<file path="src/rtl/vga_pkg.sv">
// vga_pkg: shared timing defaults, total-period helper and RGB332 field widths
// for the VGA scanout block.
package vga_pkg;

   localparam int unsigned H_ACTIVE_DEF = 640;
   localparam int unsigned H_FP_DEF     = 16;
   localparam int unsigned H_SYNC_DEF   = 96;
   localparam int unsigned H_BP_DEF     = 48;

   localparam int unsigned V_ACTIVE_DEF = 480;
   localparam int unsigned V_FP_DEF     = 10;
   localparam int unsigned V_SYNC_DEF   = 2;
   localparam int unsigned V_BP_DEF     = 33;

   localparam int unsigned RGB_R_W = 3;
   localparam int unsigned RGB_G_W = 3;
   localparam int unsigned RGB_B_W = 2;
   localparam int unsigned RGB_W   = RGB_R_W + RGB_G_W + RGB_B_W;

   // Full line or frame period from its active, porch and sync segments.
   function automatic int unsigned period_total(input int unsigned active,
                                                input int unsigned fp,
                                                input int unsigned sync,
                                                input int unsigned bp);
      return active + fp + sync + bp;
   endfunction

   localparam int unsigned H_TOTAL_DEF = period_total(H_ACTIVE_DEF, H_FP_DEF, H_SYNC_DEF, H_BP_DEF);
   localparam int unsigned V_TOTAL_DEF = period_total(V_ACTIVE_DEF, V_FP_DEF, V_SYNC_DEF, V_BP_DEF);

endpackage

</file>
<file path="src/rtl/vga_word_fifo.sv">
// vga_word_fifo: synchronous pixel-word FIFO with occupancy count and flush.
// Ports:
//   clk, reset        clock, synchronous active-high reset
//   i_flush           empties the FIFO this edge (wins over push)
//   i_push/i_push_data write one word
//   i_pop             consume head word (ignored when empty)
//   o_head            word at the head (stale when empty)
//   o_count, o_empty  occupancy
module vga_word_fifo #(
   parameter int unsigned DEPTH = 4,
   parameter int unsigned WIDTH = 16
) (
   input  logic                     clk,
   input  logic                     reset,
   input  logic                     i_flush,
   input  logic                     i_push,
   input  logic [WIDTH-1:0]         i_push_data,
   input  logic                     i_pop,
   output logic [WIDTH-1:0]         o_head,
   output logic [$clog2(DEPTH):0]   o_count,
   output logic                     o_empty
);

   localparam int unsigned PTR_W = $clog2(DEPTH);
   localparam int unsigned CNT_W = PTR_W + 1;

   logic [WIDTH-1:0] r_mem [DEPTH];
   logic [PTR_W-1:0] r_wr_ptr;
   logic [PTR_W-1:0] r_rd_ptr;
   logic [CNT_W-1:0] r_count;

   logic w_full;
   logic w_do_pop;
   logic w_do_push;

   assign o_empty   = (r_count == '0);
   assign w_full    = (r_count == CNT_W'(DEPTH));
   assign w_do_pop  = i_pop && !o_empty;
   // A push into a full FIFO is accepted only when a pop frees the slot.
   assign w_do_push = i_push && (!w_full || w_do_pop);
   assign o_head    = r_mem[r_rd_ptr];
   assign o_count   = r_count;

   always_ff @(posedge clk) begin
      if (w_do_push && !i_flush && !reset) begin
         r_mem[r_wr_ptr] <= i_push_data;
      end
   end

   always_ff @(posedge clk) begin
      if (reset || i_flush) begin
         r_wr_ptr <= '0;
         r_rd_ptr <= '0;
         r_count  <= '0;
      end else begin
         if (w_do_push) r_wr_ptr <= r_wr_ptr + PTR_W'(1);
         if (w_do_pop)  r_rd_ptr <= r_rd_ptr + PTR_W'(1);
         r_count <= r_count + CNT_W'(w_do_push) - CNT_W'(w_do_pop);
      end
   end

endmodule

</file>
<file path="src/rtl/vga_scanout.sv">
// vga_scanout: VGA timing generator with framebuffer fetch engine.
// Ports:
//   clk, reset                 pixel clock, synchronous active-high reset
//   enable                     0 forces black, timing and fetch keep running
//   fb_base                    frame start word address, latched at vblank
//   mem_rd_req/mem_rd_addr     one word read per asserted cycle
//   mem_rd_valid/mem_rd_data   in-order responses, [15:8] odd / [7:0] even pixel
//   hsync, vsync               active-low syncs (registered)
//   de, rgb                    active video and RGB332 pixel (registered)
//   vblank_start               one-cycle pulse entering vertical blanking
//   underflow                  sticky: active pixel met an empty FIFO
module vga_scanout
   import vga_pkg::*;
#(
   parameter int unsigned H_ACTIVE   = H_ACTIVE_DEF,
   parameter int unsigned H_FP       = H_FP_DEF,
   parameter int unsigned H_SYNC     = H_SYNC_DEF,
   parameter int unsigned H_BP       = H_BP_DEF,
   parameter int unsigned V_ACTIVE   = V_ACTIVE_DEF,
   parameter int unsigned V_FP       = V_FP_DEF,
   parameter int unsigned V_SYNC     = V_SYNC_DEF,
   parameter int unsigned V_BP       = V_BP_DEF,
   parameter int unsigned ADDR_W     = 22,
   parameter int unsigned FIFO_DEPTH = 4
) (
   input  logic              clk,
   input  logic              reset,
   input  logic              enable,
   input  logic [ADDR_W-1:0] fb_base,
   output logic              mem_rd_req,
   output logic [ADDR_W-1:0] mem_rd_addr,
   input  logic              mem_rd_valid,
   input  logic [15:0]       mem_rd_data,
   output logic              hsync,
   output logic              vsync,
   output logic              de,
   output logic [RGB_W-1:0]  rgb,
   output logic              vblank_start,
   output logic              underflow
);

   localparam int unsigned H_TOTAL = period_total(H_ACTIVE, H_FP, H_SYNC, H_BP);
   localparam int unsigned V_TOTAL = period_total(V_ACTIVE, V_FP, V_SYNC, V_BP);
   localparam int unsigned HC_W    = $clog2(H_TOTAL + 1);
   localparam int unsigned VC_W    = $clog2(V_TOTAL + 1);
   localparam int unsigned WORDS   = H_ACTIVE * V_ACTIVE / 2;
   localparam int unsigned WC_W    = $clog2(WORDS + 1);
   localparam int unsigned CNT_W   = $clog2(FIFO_DEPTH) + 1;
   localparam int unsigned OC_W    = CNT_W + 1;

   localparam logic [HC_W-1:0] H_LAST    = HC_W'(H_TOTAL - 1);
   localparam logic [HC_W-1:0] H_ACT_C   = HC_W'(H_ACTIVE);
   localparam logic [HC_W-1:0] H_SYNC_LO = HC_W'(H_ACTIVE + H_FP);
   localparam logic [HC_W-1:0] H_SYNC_HI = HC_W'(H_ACTIVE + H_FP + H_SYNC);
   localparam logic [VC_W-1:0] V_LAST    = VC_W'(V_TOTAL - 1);
   localparam logic [VC_W-1:0] V_ACT_C   = VC_W'(V_ACTIVE);
   localparam logic [VC_W-1:0] V_SYNC_LO = VC_W'(V_ACTIVE + V_FP);
   localparam logic [VC_W-1:0] V_SYNC_HI = VC_W'(V_ACTIVE + V_FP + V_SYNC);

   logic [HC_W-1:0]   r_h_cnt;
   logic [VC_W-1:0]   r_v_cnt;
   logic [ADDR_W-1:0] r_addr;
   logic [WC_W-1:0]   r_fetched;
   logic [OC_W-1:0]   r_pend;
   logic [OC_W-1:0]   r_drop;
   logic              r_skip;
   logic              r_hsync, r_vsync, r_de, r_vblank_start, r_underflow;
   logic [RGB_W-1:0]  r_rgb;

   logic              w_active, w_flush, w_odd, w_req, w_rsp_live, w_push;
   logic              w_room, w_pix_ok, w_pix_pop, w_hsync_n, w_vsync_n;
   logic [OC_W-1:0]   w_inflight;
   logic [15:0]       w_head;
   logic [CNT_W-1:0]  w_fifo_count;
   logic              w_fifo_empty;
   logic [RGB_W-1:0]  w_pix;

   always_ff @(posedge clk) begin
      if (reset) begin
         r_h_cnt <= '0;
         r_v_cnt <= V_ACT_C;
      end else if (r_h_cnt == H_LAST) begin
         r_h_cnt <= '0;
         r_v_cnt <= (r_v_cnt == V_LAST) ? '0 : r_v_cnt + VC_W'(1);
      end else begin
         r_h_cnt <= r_h_cnt + HC_W'(1);
      end
   end

   assign w_active  = (r_h_cnt < H_ACT_C) && (r_v_cnt < V_ACT_C);
   assign w_hsync_n = !((r_h_cnt >= H_SYNC_LO) && (r_h_cnt < H_SYNC_HI));
   assign w_vsync_n = !((r_v_cnt >= V_SYNC_LO) && (r_v_cnt < V_SYNC_HI));
   assign w_flush   = (r_h_cnt == '0) && (r_v_cnt == V_ACT_C);
   assign w_odd     = r_h_cnt[0];

   // Fetch engine. r_pend counts requests whose data will be kept; r_drop
   // counts older in-flight requests whose data must be thrown away. Since
   // responses are in order, every response first retires r_drop.
   assign w_room     = (OC_W'(w_fifo_count) + r_pend) < OC_W'(FIFO_DEPTH);
   assign w_req      = !reset && !w_flush && w_room && (r_fetched < WC_W'(WORDS));
   assign w_rsp_live = mem_rd_valid && (r_drop == '0);
   assign w_push     = w_rsp_live && !w_flush;
   assign w_inflight = r_drop + r_pend;

   assign mem_rd_req  = w_req;
   assign mem_rd_addr = r_addr;

   always_ff @(posedge clk) begin
      if (reset || w_flush) begin
         // r_drop deliberately survives reset: requests issued before it
         // still come back and must not reach the FIFO.
         r_pend <= '0;
         r_drop <= (mem_rd_valid && (w_inflight != '0)) ? w_inflight - OC_W'(1) : w_inflight;
      end else begin
         r_pend <= r_pend + OC_W'(w_req) - OC_W'(w_rsp_live);
         r_drop <= r_drop - OC_W'(mem_rd_valid && (r_drop != '0));
      end
   end

   always_ff @(posedge clk) begin
      if (reset) begin
         r_addr    <= '0;
         r_fetched <= '0;
      end else if (w_flush) begin
         r_addr    <= fb_base;
         r_fetched <= '0;
      end else if (w_req) begin
         r_addr    <= r_addr + ADDR_W'(1);
         r_fetched <= r_fetched + WC_W'(1);
      end
   end

   vga_word_fifo #(
      .DEPTH (FIFO_DEPTH),
      .WIDTH (16)
   ) u_fifo (
      .clk         (clk),
      .reset       (reset),
      .i_flush     (w_flush),
      .i_push      (w_push),
      .i_push_data (mem_rd_data),
      .i_pop       (w_pix_pop),
      .o_head      (w_head),
      .o_count     (w_fifo_count),
      .o_empty     (w_fifo_empty)
   );

   // r_skip remembers that the even half of the current pair underflowed, so
   // the odd half stays black even if its word turns up late. The late word
   // is still popped to keep the following pairs aligned.
   assign w_pix     = w_odd ? w_head[15:8] : w_head[7:0];
   assign w_pix_ok  = w_active && !w_fifo_empty && !(w_odd && r_skip);
   assign w_pix_pop = w_active && w_odd && !w_fifo_empty;

   always_ff @(posedge clk) begin
      if (reset) begin
         r_hsync        <= 1'b1;
         r_vsync        <= 1'b1;
         r_de           <= 1'b0;
         r_rgb          <= '0;
         r_vblank_start <= 1'b0;
         r_underflow    <= 1'b0;
         r_skip         <= 1'b0;
      end else begin
         r_hsync        <= w_hsync_n;
         r_vsync        <= w_vsync_n;
         r_de           <= w_active;
         r_rgb          <= (w_pix_ok && enable) ? w_pix : '0;
         r_vblank_start <= w_flush;
         if (w_active && w_fifo_empty) r_underflow <= 1'b1;
         if (w_active && !w_odd)       r_skip      <= w_fifo_empty;
      end
   end

   assign hsync        = r_hsync;
   assign vsync        = r_vsync;
   assign de           = r_de;
   assign rgb          = r_rgb;
   assign vblank_start = r_vblank_start;
   assign underflow    = r_underflow;

endmodule

</file>
<file path="config.mk">
export PLATFORM = sky130hd
export DESIGN_NAME = vga_scanout
export DESIGN_NICKNAME = d
export VERILOG_FILES = /design/src/rtl/vga_pkg.sv /design/src/rtl/vga_word_fifo.sv /design/src/rtl/vga_scanout.sv
export SDC_FILE = /design/constraint.sdc
export NUM_CORES = 1
export LEC_CHECK = 0
export ABC_CLOCK_PERIOD_IN_PS = 5600
export CORE_MARGIN = 5
export CORE_UTILIZATION = 55
export CTS_CLUSTER_SIZE = 25
export DETAILED_ROUTE_END_ITERATION = 16
export PLACE_DENSITY = 0.74
export RECOVER_POWER = 50
export SYNTH_ARGS = -nofsm -noshare
export SYNTH_HDL_FRONTEND = slang
export SYNTH_SLANG_ARGS = --single-unit
</file>
<file path="constraint.sdc">
create_clock -name clk -period 5.6 [get_ports clk]
set_input_delay 0.56 -clock clk [delete_from_list [all_inputs] [get_ports clk]]
set_output_delay 0.56 -clock clk [all_outputs]
set_load 0.01 [all_outputs]
</file>
==> results of run 1 <==
==> worst min path at each step <==
| stage | endpoint | slack [ns] | depth (start not counted) |
|---|---|---|---|
| 6_report | underflow | 0.48 | 2 |
| 3_5_place_dp | vsync | 0.47 | 1 |
| 2_1_floorplan | vsync | 0.43 | 1 |
| 5_1_grt | vsync | 0.50 | 1 |
| 3_3_place_gp | r_fetched[17] | 0.45 | 1 |
| 4_1_cts | r_skip | 0.49 | 2 |
==> routing by layer <==
layer / global-route usage / part of all wire / vias to the layer above
met5: 0 / 0 / -
met3: 0.0530 / 0.056 / 13
met2: 0.337 / 0.49 / 142
li1: - / - / 2398
met4: 0.0805 / 0.012 / 0
met1: 0.243 / 0.44 / 2351
==> cell usage after synthesis, types with 18 or more instances <==
master / n / area share
xnor2_1: 45 / 0.057
nor2_1: 75 / 0.041
ha_1: 23 / 0.041
nand3_1: 19 / 0.014
a211oi_1: 21 / 0.023
inv_1: 24 / 0.013
nor3_1: 23 / 0.017
edfxtp_1: 64 / 0.28
nand2_1: 45 / 0.024
a21oi_1: 25 / 0.018
xor2_1: 18 / 0.023
dfxtp_1: 91 / 0.26
==> through the flow <==
step                      utilization  setup slack, ns
after floorplan                     -             2.82
after global placement          0.627             1.81
after detailed placement        0.627             1.68
after CTS                       0.674             1.25
after global routing            0.673            0.760
final                           0.673             1.02
==> power breakdown <==
part           total [mW]  internal, mW  leakage (nW)  switching (mW)
logic               0.378         0.181          1.41           0.197
clock network        1.13         0.667         0.287           0.462
registers            1.29          1.23          1.32          0.0633
==> logic make-up (layout without fill, tap and decap cells) <==
family,after synthesis,in the layout,share of synthesized area
AOI/OAI and AO/OA,72,72,0.0677
adders and majority gates,26,26,0.0501
buffers and inverters,49,137,0.0293
xor gates and xnor gates,63,63,0.0794
DFF,155,155,0.539
muxes,22,22,0.0607
and+or+nand+nor,238,238,0.174
==> layout by cell type (no fill, tap or decap), drive strengths merged, types with 9 or more instances in the layout <==
master / instances
dfxtp: 91
nor2: 75
edfxtp: 64
dlygate4sd3: 52
nand2: 45
xnor2: 45
inv: 28
a21oi: 25
clkdlybuf4s50: 25
nor3: 23
ha: 23
a211oi: 22
clkbuf: 22
nand3: 20
xor2: 18
nand4: 17
mux4: 16
nor4: 15
o21ai: 11
and2: 9
and3: 9
==> cell type report <==
class	instances	area, sq um
clock inverter	11	106
fill	963	4090
inverter	25	93.8
tap	172	215
timing repair buffer	80	790
multi-input combinational	421	3000
sequential	155	3740
clock buffer	21	482
==> worst reg2reg max path, stage by stage, from the launching register on <==
cell      delay, ns
dfxtp_1        0.65
clkinv_1       0.42
ha_1           0.33
nor4b_1        0.16
nand3_2        0.08
buf_4          0.39
nand2b_1       0.28
buf_4          0.30
nor2_1         0.21
and2_1         0.69
==> flip-flops by register name, indices dropped and copies added (netlist names), 2 cells and up, named ones only <==
register / flops
rgb: 8
u_fifo.o_count: 3
u_fifo.r_mem: 64
r_fetched: 18
r_drop: 4
r_h_cnt: 10
mem_rd_addr: 22
u_fifo.r_wr_ptr: 2
r_v_cnt: 10
r_pend: 4
u_fifo.r_rd_ptr: 2
==> reports/results.ini, run 1 <==
[yosys]
syn_nets=693
avgSynthCellArea_sq_um=11.1
synthCells=625
ys_warn_count=0
synth-edff-count=64
syn-cell-area_sq_um=6950
yosysSeqAreaShare=0.539
synth_ff_type=dfxtp_1
async_flop_share=0
ys_seq_elements=155
yosysUniqueCellTypes=53

[finish]
drive_gt1_frac=0.0842
final_area_sq_um=8430
syn_to_final_growth_pct=21.3
nNetsFinal=768
final_cells=885
antenna_cells=0

[route]
drcViolationCount=0
antenna_left=0
firstDrtPassIters=4
viasPerCell=5.54
routedWlPerCell_microns=16.4
vias=4904
drtIter0Drc=279
wirelength_mm=14.5

[placed_design]
place_inst=853
io_buffers=77
dp_hpwl_mm=9.88
placed_cell_area_sq_um=7850
gp_congestion=0.860

[sta]
slew_viol_final=66
holdWs_ns=0.481
post-route-period-util=0.818
setup_viol=0
relSlewSlack=-0.430
period_needed_ns=4.58
fmax_ghz=0.218
grt_setup_unrepaired=no
hold_viol=0
worstMarginPinSlew_ns=2.15
finClkSkew_ns=0.0111
tns_ns=0

[cts]
cts_tree=done
cts_resized=0
clkSinkCount=155
cts_setup_buffers=0
hold_buffers=0
path_clk_slew_ns=0.06
h-tree-depth=4
clk_path_buf_depth=2
cts_buffers=17
insertion_delay_ns=0.42
root_buffer=clkbuf_16

[critical_path]
cp-start-kind=primary input
crit_path_cell_trace=dlygate4sd3_1, clkbuf_1, nand2b_1, buf_4, nor2_1, clkdlybuf4s50_1
crit_family=buffers and inverters
cp.buffers_inverters=4
crit_path_end_kind=output port
rrSetupSlack_ns=1.72
rr_worst_depth=9
cp.required_ns=5.04
max_stage_delay_ns=1.53
cp-endpoint=mem_rd_req
cp_max_fo=50
crit_slowest_cell=clkbuf_1
startpoint=reset
cp.arrival_ns=4.02
worstReg2RegStart=r_h_cnt[0]
r2r_end=u_fifo.r_mem[3][6]
path_depth=6
setup.worst_path.class=primary input to output port

[floorplan]
coreArea_sq_um=12500
die_w_microns=122
row_count=41
die_area_sq_um=15000
die_h_microns=122
start_util=0.555
boundaryPins=78

[global_route]
antenna_found_initial=0
grt_usage=0.199
grt_pass1_wl_mm=23.2
grt_pass1_vias=4764
grt_max_degree=51
overflow=0

[worst_hold_path]
hold_start=underflow
holdCritPathClass=register to register

[status]
violations=max-capacitance violations, max-slew violations
outcome=finished with violations

[run]
maxCapViolCount=2

[pwr]
power_density_nw_per_um2=332
peakVddDrop_uv=254
power.total_mw=2.80
power.leakage_nw=3.01

Power figures use the tool's default switching activity.
==> run 2: changes to the inputs <==
--- a/config.mk
+++ b/config.mk
@@ -5,7 +5,7 @@
 export SDC_FILE = /design/constraint.sdc
 export NUM_CORES = 1
 export LEC_CHECK = 0
-export ABC_CLOCK_PERIOD_IN_PS = 5600
+export ABC_CLOCK_PERIOD_IN_PS = 4700
 export CORE_MARGIN = 5
 export CORE_UTILIZATION = 55
 export CTS_CLUSTER_SIZE = 25
==> constraint.sdc (replaced) <==
create_clock -name clk -period 4.7 [get_ports clk]
set_input_delay 0.47 -clock clk [delete_from_list [all_inputs] [get_ports clk]]
set_output_delay 0.47 -clock clk [all_outputs]
set_load 0.01 [all_outputs]
==> run 2 against run 1 <==
Combinational power rose by 18%. Final area is 0.70% higher. The run still ends with max-capacitance violations, max-slew violations left. Count of clock-buffer cells in the layout shrank 1. Critical path type is now register to output port. Clock skew down 0.0041 ns. Register-to-register slack got worse by 0.30 ns. Sequential share of layout area down 0.31 points.
==> reports/results.ini, run 2 (same netlist as run 1, synthesis figures left out) <==
[floorplan]
die_h_microns=122  ; unchanged
start_util=0.555  ; unchanged
coreArea_sq_um=12500  ; unchanged
row_count=41  ; unchanged
die_w_microns=122  ; unchanged
die_area_sq_um=15000  ; unchanged
boundaryPins=78  ; unchanged

[route]
routedWlPerCell_microns=16.1  ; -2.2%
antenna_left=0  ; unchanged
firstDrtPassIters=5  ; +1
wirelength_mm=14.2  ; -2.2%
drtIter0Drc=383  ; +37%
vias=4880  ; -0.49%
viasPerCell=5.51  ; -0.49%
drcViolationCount=0  ; unchanged

[sta]
period_needed_ns=3.64
relSlewSlack=-0.443  ; -0.0127
post-route-period-util=0.774
finClkSkew_ns=0.00697  ; -0.00412 ns
setup_viol=0  ; unchanged
hold_viol=0  ; unchanged
worst_slack_ns=1.06  ; +0.0429 ns
slew_viol_final=50  ; -24%
fmax_ghz=0.275
grt_setup_unrepaired=no
tns_ns=0  ; unchanged
worstMarginPinSlew_ns=2.16  ; +0.0190 ns

[cts]
root_buffer=clkbuf_16
path_clk_slew_ns=0.06  ; about the same
cts_setup_buffers=0  ; unchanged
cts_tree=done
clkSinkCount=155  ; unchanged
cts_resized=0  ; unchanged
h-tree-depth=4  ; unchanged
clk_path_buf_depth=2  ; unchanged
cts_buffers=17  ; unchanged
hold_buffers=0  ; unchanged
insertion_delay_ns=0.42  ; about the same

[critical_path]
crit_path_end_kind=output port
cp.required_ns=4.23  ; -0.81 ns
setup.worst_path.class=register to output port
cp-start-kind=register
cp_max_fo=33  ; -34%
cp.arrival_ns=3.17  ; -0.85 ns

[global_route]
grt_max_degree=50  ; -2.0%
overflow=0  ; unchanged
grt_pass1_wl_mm=23.1  ; -0.42%
grt_pass1_vias=4789  ; +0.52%
antenna_found_initial=0  ; unchanged
grt_usage=0.198  ; -0.00105

[finish]
nNetsFinal=768  ; unchanged
largest_reg_flops=64  ; unchanged
layout_commonest_cell=dfxtp_1
antenna_cells=0  ; unchanged
final_area_sq_um=8490  ; +0.70%
fill_cells=951  ; -1.2%
syn_to_final_growth_pct=22.1
final_cell_mix=dfxtp_1 (91), nor2_1 (75), edfxtp_1 (64)
final-seq-area_sq_um=3740  ; unchanged
multi_input_area_sq_um=3000  ; +0.13%
largest_register=u_fifo.r_mem
drive_gt1_frac=0.0856  ; +0.00140

[pwr]
power.total_mw=3.42  ; +23%
power.leakage_nw=3.04  ; +0.85%
power_density_nw_per_um2=404  ; +22%
peakVddDrop_uv=318  ; +26%

[placed_design]
dp_hpwl_mm=9.70  ; -1.9%
place_ws_ns=1.45  ; -0.224 ns
io_buffers=77  ; unchanged
gp_congestion=0.828  ; -3.7%
placed_cell_area_sq_um=7850  ; unchanged

[worst_hold_path]
holdCritPathClass=register to register

[status]
violations=max-capacitance violations, max-slew violations
outcome=finished with violations

[run]
maxCapViolCount=1  ; -1

-- run 2: cell count changes in the layout (fill, tap and decap cells not counted), sizes merged --
cell      change
bufinv        +1
clkbuf        -1
clkinv        -2
clkinvlp      -1
inv           +3
-- run 2: power breakdown --
part	total (mW)	leakage (nW)	internal [mW]	switching (mW)
logic	0.445	1.41	0.215	0.229
registers	1.53	1.32	1.46	0.0730
clock network	1.45	0.313	0.871	0.577
total	3.42	3.04	2.55	0.879
-- run 2: routing by layer --
metal	GRT usage	up-vias	routed length, microns
li1	-	2402	-
met1	0.245	2297	6100
met2	0.333	159	6800
met3	0.0631	22	1030
met4	0.0630	0	286
met5	0	-	0
-- run 2: through the flow --
step | utilization | std cells | hold slack, ns
final | 0.678 | 885 | 0.471
after global routing | 0.678 | 885 | 0.510
after CTS | 0.678 | 885 | 0.478
after detailed placement | 0.627 | 853 | 0.463
after global placement | 0.627 | 853 | 0.452
after floorplan | - | 625 | 0.431
-- run 2: critical path, stage by stage, from the launching register on --
cell,delay (ns)
dfxtp_1,0.68
clkinv_1,0.43
ha_1,0.31
nor4b_1,0.15
nand3_2,0.09
nand2b_1,0.05
buf_4,0.23
nor2_1,0.20
clkdlybuf4s50_1,0.57
-- run 2: final timing paths --
| check | start | end | depth (start not counted) | slack (ns) |
|---|---|---|---|---|
| worst max register to register | r_h_cnt[0] | u_fifo.r_mem[2][3] | 8 | 1.42 |
| worst max-delay path | r_h_cnt[0] | mem_rd_req | 8 | 1.06 |
| worst min-delay path | r_fetched[17] | r_fetched[17] | 1 | 0.47 |
| worst min register to register | r_fetched[17] | r_fetched[17] | 1 | 0.47 |
-- run 2: final cells by class --
| type | instances | share of cell area |
|---|---|---|
| sequential | 155 | 0.441 |
| inverter | 25 | 0.0111 |
| clock inverter | 12 | 0.0193 |
| tap | 172 | 0.0254 |
| timing repair buffer | 80 | 0.0930 |
| multi-input combinational | 421 | 0.354 |
| clock buffer | 20 | 0.0565 |
